`config.mk`:
```
export PLATFORM = sky130hd
export DESIGN_NAME = disp_sched
export DESIGN_NICKNAME = d
export VERILOG_FILES = /design/src/rtl/disp_pkg.sv /design/src/rtl/hex7_decode.sv /design/src/rtl/disp_sched.sv
export SDC_FILE = /design/constraint.sdc
export NUM_CORES = 1
export LEC_CHECK = 0
export CAP_MARGIN = 20
export CORE_MARGIN = 2
export CORE_UTILIZATION = 50
export DETAILED_ROUTE_END_ITERATION = 8
export GPL_TIMING_DRIVEN = 0
export HOLD_SLACK_MARGIN = 0.05
export PLACE_DENSITY = 0.77
export SYNTH_ARGS = -nofsm -noshare
export SYNTH_HDL_FRONTEND = slang
export SYNTH_SLANG_ARGS = --single-unit
```
`constraint.sdc`:
```
create_clock -name clock6hz -period 2.2 [get_ports clock6hz]
set_clock_uncertainty 0.2 [all_clocks]
set_input_delay 0.33 -clock clock6hz [delete_from_list [all_inputs] [get_ports clock6hz]]
set_output_delay 0.33 -clock clock6hz [all_outputs]
set_load 0.05 [all_outputs]
```
`src/rtl/disp_pkg.sv`:
```
// Shared constants for the 4-digit 7-segment display scheduler:
// mode encodings, snake path, hex segment table.
package disp_pkg;

    typedef enum logic [1:0] {
        ModeAnim = 2'b00,
        ModeShow = 2'b01
    } mode_e;

    typedef enum logic {
        StAnim,
        StShow
    } state_e;

    localparam logic [3:0] LAST_POS = 4'd11;

    // Segment bus bit lit at each snake position, clockwise around the perimeter
    localparam logic [4:0] SNAKE_IDX [0:11] = '{
        5'd27, 5'd20, 5'd13, 5'd6, 5'd5, 5'd4,
        5'd3,  5'd10, 5'd17, 5'd24, 5'd23, 5'd22
    };

    // Active-low {a,b,c,d,e,f,g}
    localparam logic [6:0] HEX7 [0:15] = '{
        7'b0000001, 7'b1001111, 7'b0010010, 7'b0000110,
        7'b1001100, 7'b0100100, 7'b0100000, 7'b0001111,
        7'b0000000, 7'b0000100, 7'b0001000, 7'b1100000,
        7'b0110001, 7'b1000010, 7'b0110000, 7'b0111000
    };

    localparam logic [6:0] SEG_BLANK = 7'h7F;

endpackage

```
`src/rtl/hex7_decode.sv`:
```
// Combinational hex nibble to active-low 7-segment decoder.
module hex7_decode
    import disp_pkg::*;
(
    input  logic [3:0] i_nibble,
    output logic [6:0] o_seg
);

    assign o_seg = HEX7[i_nibble];

endmodule

```
`src/rtl/disp_sched.sv`:
```
// Display scheduler: shares the segment bus between an idle snake animation and
// timed hex-value requests, with a one-entry request buffer.
module disp_sched
    import disp_pkg::*;
#(
    parameter int unsigned HOLD_TICKS = 12
) (
    input  logic        clock6hz,
    input  logic        reset,
    input  logic        i_req_valid,
    input  logic [15:0] i_req_value,
    output logic        o_req_ready,
    input  logic        i_pause,
    output logic [27:0] o_seg,
    output logic        o_busy,
    output logic [1:0]  o_mode
);

    localparam logic [7:0] HOLD_RELOAD = 8'(HOLD_TICKS - 1);

    state_e      r_state, w_state_nxt;
    logic [3:0]  r_pos, w_pos_nxt;
    logic [7:0]  r_hold, w_hold_nxt;
    logic [15:0] r_cur, w_cur_nxt;
    logic [15:0] r_pend, w_pend_nxt;
    logic        r_pend_v, w_pend_v_nxt;

    logic        w_accept;
    logic [3:0]  w_pos_inc;
    logic [27:0] w_snake;
    logic [27:0] w_digits;

    assign o_req_ready = !r_pend_v;
    assign w_accept    = i_req_valid && o_req_ready;
    assign w_pos_inc   = (r_pos == LAST_POS) ? 4'd0 : r_pos + 4'd1;

    always_ff @(posedge clock6hz or negedge reset) begin
        if (!reset) begin
            r_state  <= StAnim;
            r_pos    <= 4'd0;
            r_hold   <= 8'd0;
            r_cur    <= 16'd0;
            r_pend   <= 16'd0;
            r_pend_v <= 1'b0;
        end else begin
            r_state  <= w_state_nxt;
            r_pos    <= w_pos_nxt;
            r_hold   <= w_hold_nxt;
            r_cur    <= w_cur_nxt;
            r_pend   <= w_pend_nxt;
            r_pend_v <= w_pend_v_nxt;
        end
    end

    always_comb begin
        w_state_nxt  = r_state;
        w_pos_nxt    = r_pos;
        w_hold_nxt   = r_hold;
        w_cur_nxt    = r_cur;
        w_pend_nxt   = r_pend;
        w_pend_v_nxt = r_pend_v;
        unique case (r_state)
            StAnim: begin
                // The snake position is frozen on the accept edge so it resumes in place
                if (w_accept) begin
                    w_state_nxt = StShow;
                    w_cur_nxt   = i_req_value;
                    w_hold_nxt  = HOLD_RELOAD;
                end else if (!i_pause) begin
                    w_pos_nxt = w_pos_inc;
                end
            end
            StShow: begin
                if (i_pause || (r_hold != 8'd0)) begin
                    if (!i_pause) begin
                        w_hold_nxt = r_hold - 8'd1;
                    end
                    if (w_accept) begin
                        w_pend_nxt   = i_req_value;
                        w_pend_v_nxt = 1'b1;
                    end
                end else if (r_pend_v) begin
                    w_cur_nxt    = r_pend;
                    w_pend_v_nxt = 1'b0;
                    w_hold_nxt   = HOLD_RELOAD;
                end else if (w_accept) begin
                    w_cur_nxt  = i_req_value;
                    w_hold_nxt = HOLD_RELOAD;
                end else begin
                    w_state_nxt = StAnim;
                end
            end
            default: w_state_nxt = StAnim;
        endcase
    end

    for (genvar g = 0; g < 4; g++) begin : g_digit
        hex7_decode u_hex7 (
            .i_nibble (r_cur[4*g +: 4]),
            .o_seg    (w_digits[7*g +: 7])
        );
    end

    always_comb begin
        w_snake                   = {4{SEG_BLANK}};
        w_snake[SNAKE_IDX[r_pos]] = 1'b0;
        o_busy = (r_state == StShow);
        o_mode = o_busy ? ModeShow : ModeAnim;
        o_seg  = o_busy ? w_digits : w_snake;
    end

endmodule

```
# Yosys cells after proc, flatten, opt, wreduce, memory -nomap -nowiden
# Memories as Yosys holds them, arrays and structs flattened.
# Cells that the tools add are included.
# op_classes
addsub	2
n_lt_le_gt_ge	7
n_eq_ne	4
mux	30
bitwise	9
n_reduce_logical	8
# op_table
operator	n
$mux W7	8
$mux W16	3
$mux W8	4
$pmux W16 S2	1
$mux W28	1
$not A28 Y28	1
$ge A5 B5 Y1 const B	5
$not A4 Y5	5
$pmux W8 S2	1
$mux W5	2
$reduce_bool A8 Y1	1
$sub A8 B1 Y8 const B	1
$mux W1	7
$lt A5 B6 Y1 const B	1
$reduce_and A3 Y1	2
$demux W1 S5	1
$ge A5 B1 Y1 const B	1
$add A4 B1 Y4 const B	1
$eq A4 B4 Y1 const B	1
$mux W4	1
$ne A2 B2 Y1 const B	2
$ne A3 B3 Y1 const B	1
$not A1 Y1	3
$logic_and A1 B1 Y1	2
4 further kinds	4
# word_totals
regBits	46
romBits	528
out_inout_bits	32
memories	5
# mem_list
memory	depth	width	rd	rd_ports_with_merged_regs	wr	line_no	rtl
(no name shown)	16	7	1	0	0	hex7_decode.sv:9	assign o_seg = HEX7[i_nibble];
(no name shown)	16	7	1	0	0	hex7_decode.sv:9	
(no name shown)	16	7	1	0	0	hex7_decode.sv:9	
(no name shown)	16	7	1	0	0	hex7_decode.sv:9	
(no name shown)	16	5	1	0	0	disp_sched.sv:106	w_snake[SNAKE_IDX[r_pos]] = 1'b0;

# Longest topological paths before layout
# depth
word_depth	10
mapped_depth	8
mapped_depth_nobuf	6

# By module
# Synthesis repeated with hierarchy kept, for this count alone.
# hier_totals
cells_unflattened	386
hier_area_um2	3772.4
# by_module_without_submodules
module	instances	cells_per_inst	area_each_um2	seq_area_each_um2
disp_sched	1	258	2708.8	1151.1
hex7_decode (g_digit[0].u_hex7 ...)	2	33	269.0	0.0
hex7_decode (g_digit[1].u_hex7 ...)	2	31	262.8	0.0

# Worst setup path after synthesis
# OpenSTA, ideal clock, no wires.
# synth_timing
path_type	reg2out
startpoint	reg r_cur[15]
endpoint	out o_seg[21]
t_arrival_ns	2.533
setup_slack_ns	-0.863
path_stages_with_launch	4
path_buffers	2
cell_sequence	dfrtp_1 -> clkbuf_1 -> clkbuf_1 -> o311ai_0
# synth_via
elab_chain_len	5
# synth_lines
element	line_no	rtl
start, declared	disp_sched.sv:24	logic [15:0] r_cur, w_cur_nxt;
start signal, assigned	disp_sched.sv:49	r_cur <= w_cur_nxt;
$not A4 Y5 (implied by the code)	hex7_decode.sv:9	
$mem_v2 Z16 W7	--	
$mux W7 (implied by the code) (2 in series)	hex7_decode.sv:9	
$mux W28	disp_sched.sv:109	o_seg = o_busy ? w_digits : w_snake;
end, declared	disp_sched.sv:14	output logic [27:0] o_seg,
# Every way passes these cells. The select of a mux whose other input is x is not followed.

# Worst setup path in the final report
# layout_timing
startpoint	reg r_pos[0]
endpoint	out o_seg[0]
# layout_via
elab_chain_len	10
word_cells_on_any_way	11
# layout_lines
element	line_no	rtl
start, declared	disp_sched.sv:22	logic [3:0] r_pos, w_pos_nxt;
start signal, assigned	disp_sched.sv:47	r_pos <= w_pos_nxt;
$not A4 Y5 (implied by the code) *	disp_sched.sv:106	
$mem_v2 Z16 W5 *	--	
$mux W5 (implied by the code) * (2 in series)	disp_sched.sv:106	
$lt A5 B6 Y1 (implied by the code) or $ge A5 B1 Y1 (tied branches)	disp_sched.sv:106	
$logic_and A1 B1 Y1 (implied by the code)	disp_sched.sv:106	
$mux W1 (implied by the code)	disp_sched.sv:106	
$demux W1 S5 *	disp_sched.sv:106	
$not A28 Y28 (no line) *	--	
$mux W28 *	disp_sched.sv:109	
# Mark *: on every way between the ends. The rest lies on a longest branch, timed or not. The select of a mux whose other input is x is not followed.

==> run_summary.xml <==
<?xml version="1.0" encoding="UTF-8"?>
<metrics>
  <group name="outcome">
    <metric name="outcome" unit="">finished, violations left</metric>
    <metric name="violations_in_the_final_reports" unit="">negative setup slack</metric>
  </group>
  <group name="synth">
    <metric name="synth.distinct_cells" unit="">57</metric>
    <metric name="synth-main-ff-cell" unit="">sky130_fd_sc_hd__dfrtp_1</metric>
    <metric name="synthesis.area" unit="sq mm">0.00360</metric>
    <metric name="avg_synthesized_cell_area" unit="sq um">9.19</metric>
    <metric name="postSynth.asyncResetShare" unit="%">100</metric>
    <metric name="post_synthesis_sequential_element_count" unit="">46</metric>
    <metric name="number_of_flops_mapped_to_enable_cells_by_yosys" unit="">0</metric>
    <metric name="synth_cells" unit="">392</metric>
    <metric name="ys.warnings.count" unit="">0</metric>
    <metric name="synth_sequential_area_ratio" unit="%">32.0</metric>
    <metric name="synthesis.nets" unit="">444</metric>
  </group>
  <group name="power_and_ir_drop">
    <metric name="power.share.switching" unit="%">47.2</metric>
    <metric name="leakage" unit="nW">2.45</metric>
    <metric name="comb_power_share" unit="%">64.4</metric>
    <metric name="power.density" unit="mW/mm^2">1020</metric>
    <metric name="clkPwrFrac" unit="%">11.6</metric>
    <metric name="internal_power" unit="W">0.00307</metric>
    <metric name="switching_power" unit="W">0.00274</metric>
    <metric name="max-vdd-ir-drop" unit="mV">0.579</metric>
    <metric name="pwr-share-seq" unit="%">23.9</metric>
  </group>
  <group name="grt">
    <metric name="grt_antenna_before_repair" unit="">0</metric>
    <metric name="grt_max_degree" unit="">28</metric>
    <metric name="grt_first_pass_wirelength" unit="microns">17400</metric>
    <metric name="grt_pass1_vias" unit="">3551</metric>
    <metric name="gr-total-overflow" unit="">0</metric>
    <metric name="track_usage" unit="%">28.5</metric>
  </group>
  <group name="sta">
    <metric name="setup_viol" unit="">56</metric>
    <metric name="setup_repair_after_global_routing_missed_its_margin" unit="">true</metric>
    <metric name="final.min_clock_period" unit="ns">2.58</metric>
    <metric name="worst_slack_setup_final" unit="ns">-0.383</metric>
    <metric name="tightest_slew" unit="ns">0.844</metric>
    <metric name="fmax" unit="GHz">0.387</metric>
    <metric name="final-hold-violation-count" unit="">0</metric>
    <metric name="maxSlewHeadroom" unit="%">43.3</metric>
    <metric name="period_share" unit="%">117</metric>
    <metric name="drv_slew" unit="">0</metric>
    <metric name="tns" unit="ns">-10.13</metric>
  </group>
  <group name="route">
    <metric name="drtPass1Iterations" unit="">5</metric>
    <metric name="vias_per_cell" unit="">6.06</metric>
    <metric name="routedWlPerCell" unit="microns">19.6</metric>
    <metric name="detail_route.drc_violations" unit="">0</metric>
    <metric name="ant_nets" unit="">0</metric>
    <metric name="drt-total-wl" unit="microns">11800</metric>
    <metric name="first_iter_violations" unit="">212</metric>
    <metric name="vias" unit="">3637</metric>
  </group>
  <group name="finish">
    <metric name="syn2layout_area_growth" unit="%">58.3</metric>
    <metric name="final.fill_count" unit="">382</metric>
    <metric name="diode_count" unit="">0</metric>
    <metric name="layout-drive-gt1-share" unit="%">50.4</metric>
    <metric name="multi_input_area" unit="sq mm">0.00292</metric>
    <metric name="ff_latch_area" unit="sq mm">0.00117</metric>
    <metric name="design.final.nets" unit="">555</metric>
    <metric name="finish.cell_count_without_fillers" unit="">600</metric>
    <metric name="post-route-util" unit="%">83.0</metric>
  </group>
  <group name="floorplan">
    <metric name="initial_utilization" unit="%">52.4</metric>
    <metric name="design.core.area" unit="sq mm">0.00687</metric>
    <metric name="die_height" unit="microns">88.9</metric>
    <metric name="placementRows" unit="">30</metric>
    <metric name="boundaryPins" unit="">52</metric>
    <metric name="die_width" unit="microns">88.9</metric>
    <metric name="die-area" unit="sq mm">0.00790</metric>
  </group>
  <group name="setup_path">
    <metric name="r2r-start" unit="">r_hold[1]</metric>
    <metric name="rrSetupSlack" unit="ns">-0.16</metric>
    <metric name="timing.critical_path.to_type" unit="">output pin</metric>
    <metric name="timing.critical_path.fanout_max" unit="">7</metric>
    <metric name="cp.arrival" unit="ns">2.05</metric>
    <metric name="path_cells" unit="">inv_4, ha_4, nor2b_4, nand2_2, a211oi_4, a22oi_2, buf_6</metric>
    <metric name="worst_path_dominant_cell_family" unit="">flip-flops</metric>
    <metric name="worstSetupStartpointType" unit="">flop</metric>
    <metric name="timing.critical_path.slowest_stage_cell" unit="">sky130_fd_sc_hd__dfrtp_2</metric>
    <metric name="cp.buffers_inverters" unit="">2</metric>
    <metric name="required" unit="ns">1.67</metric>
    <metric name="type_of_the_worst_setup_path" unit="">reg2out</metric>
    <metric name="critPathMaxStageDelay" unit="ns">0.48</metric>
    <metric name="worst_reg2reg_path_length_in_cells" unit="">8</metric>
    <metric name="reg2reg_to" unit="">r_pend[2]</metric>
  </group>
  <group name="place">
    <metric name="globalplace.congestion" unit="">0.908</metric>
    <metric name="io_buffers" unit="">50</metric>
    <metric name="place.detailed.hpwl" unit="microns">7120</metric>
    <metric name="place.detailed.instances" unit="">539</metric>
  </group>
  <group name="clocking">
    <metric name="clock_insertion_delay_worst_skew" unit="ns">0.31</metric>
    <metric name="clk_transition_reported_paths" unit="ns">0.10</metric>
    <metric name="clockBufferDepth" unit="">2</metric>
    <metric name="cts-buffers-inserted" unit="">5</metric>
    <metric name="total_clock_sinks" unit="">46</metric>
    <metric name="cts_root_buffer" unit="">sky130_fd_sc_hd__clkbuf_8</metric>
    <metric name="depth_of_the_cts_h_tree" unit="">2</metric>
    <metric name="tritoncts" unit="">done</metric>
  </group>
  <group name="min_path">
    <metric name="min-delay-path-class" unit="">in2async</metric>
  </group>
  <group name="run">
    <metric name="drv_cap" unit="">0</metric>
  </group>
</metrics>
[layout by cell type (no fill, tap or decap), drive strengths merged, types with 19 or more instances in the layout]
cell            n
a21oi          26
buf            93
clkbuf         22
clkdlybuf4s50  19
dfrtp          46
ha             32
inv            23
mux2           20
nand2          31
nor2           19
o21ai          25
[worst max path at each step]
stage	to	slack, ns	from	cells past startpoint
floorplan	o_seg[13]	-0.09	r_pos[2]	4
global placement	o_busy	-0.93	reset	1
detailed placement	o_seg[13]	-0.89	r_pos[1]	7
CTS	o_seg[16]	-0.34	r_pos[1]	6
global route	o_seg[0]	-0.42	r_pos[0]	7
finish	o_seg[0]	-0.38	r_pos[0]	7
[final cells by class]
class,instances,area share [%]
Tap cell,96,2.11
Inverter,22,1.67
Clock inverter,3,0.768
Buffer,25,3.33
Clock buffer,5,1.21
Sequential cell,46,20.5
Multi-Input combinational cell,296,51.2
Timing Repair Buffer,107,19.2
[repair_timing]
item / 4_1_cts / 5_1_grt
endpoints found under the setup margin: 60 / 69
resized for setup: 266 / 65
cloned: 1 / 1
endpoints found under the hold margin: 19 / 0
pin swaps: 21 / 16
hold buffers: 1 / 0
setup buffers: 39 / 17
[layer usage]
metal  wire [microns]  global-route usage [%]  vias to the layer above
met2             6110                    50.5                      157
met4              405                    11.0                        0
met3              587                    3.73                       44
li1                 -                       -                     1663
met5                0                       0                        -
met1             4680                    35.2                     1773
[logic make-up after synthesis]
family	count (synthesis)	synth area share [%]
DFF	46	32.0
muxes	27	8.89
other	1	0.104
and+or+nand+nor	105	14.9
adders and majority gates	32	11.1
buffers and inverters	50	6.18
AOI/OAI and AO/OA	131	26.9
[per-stage QoR]
step	power (W)	cell area [sq um]	worst slack, ns	hold slack (ns)
floorplan	0.00356	4000	-0.0887	-0.166
global placement	0.00434	4620	-0.934	0.274
detailed placement	0.00442	4630	-0.886	0.109
CTS	0.00542	5370	-0.345	0.306
global route	0.00605	5700	-0.424	0.334
finish	0.00581	5700	-0.383	0.295
[synthesized netlist by cell type, types with 5 or more instances]
cell type	instances	area share, %
sky130_fd_sc_hd__a22oi_1	10	2.1
sky130_fd_sc_hd__nand2b_1	9	1.6
sky130_fd_sc_hd__nor3_1	10	1.4
sky130_fd_sc_hd__ha_1	32	11
sky130_fd_sc_hd__clkbuf_1	18	1.9
sky130_fd_sc_hd__o22ai_1	16	2.8
sky130_fd_sc_hd__nor2b_1	13	2.3
sky130_fd_sc_hd__nand2_1	31	3.2
sky130_fd_sc_hd__mux2_1	10	3.1
sky130_fd_sc_hd__nor2_1	19	2.0
sky130_fd_sc_hd__mux2i_1	5	1.4
sky130_fd_sc_hd__inv_1	22	2.3
sky130_fd_sc_hd__a2bb2oi_2	10	4.2
sky130_fd_sc_hd__mux2_2	10	3.1
sky130_fd_sc_hd__a2bb2oi_1	8	1.9
sky130_fd_sc_hd__dfrtp_1	46	32
sky130_fd_sc_hd__o21ai_0	24	3.3
sky130_fd_sc_hd__nand3_1	8	1.1
sky130_fd_sc_hd__a21oi_1	26	3.6
[registers in the layout (all words and copies together), names as in the netlist]
name / cells
o_busy: 1
r_cur: 16
r_hold: 8
r_pend: 16
r_pend_v: 1
r_pos: 4
[power groups by stage]
stage | sequential (W) | combinational, W | clock [W]
2_1_floorplan | 0.00130 | 0.00227 | 0
3_3_place_gp | 0.00134 | 0.00299 | 0
3_5_place_dp | 0.00136 | 0.00306 | 0
4_1_cts | 0.00134 | 0.00341 | 0.000673
5_1_grt | 0.00142 | 0.00392 | 0.000706
6_report | 0.00139 | 0.00375 | 0.000676
Note: power is estimated with default switching activity, not from simulation.
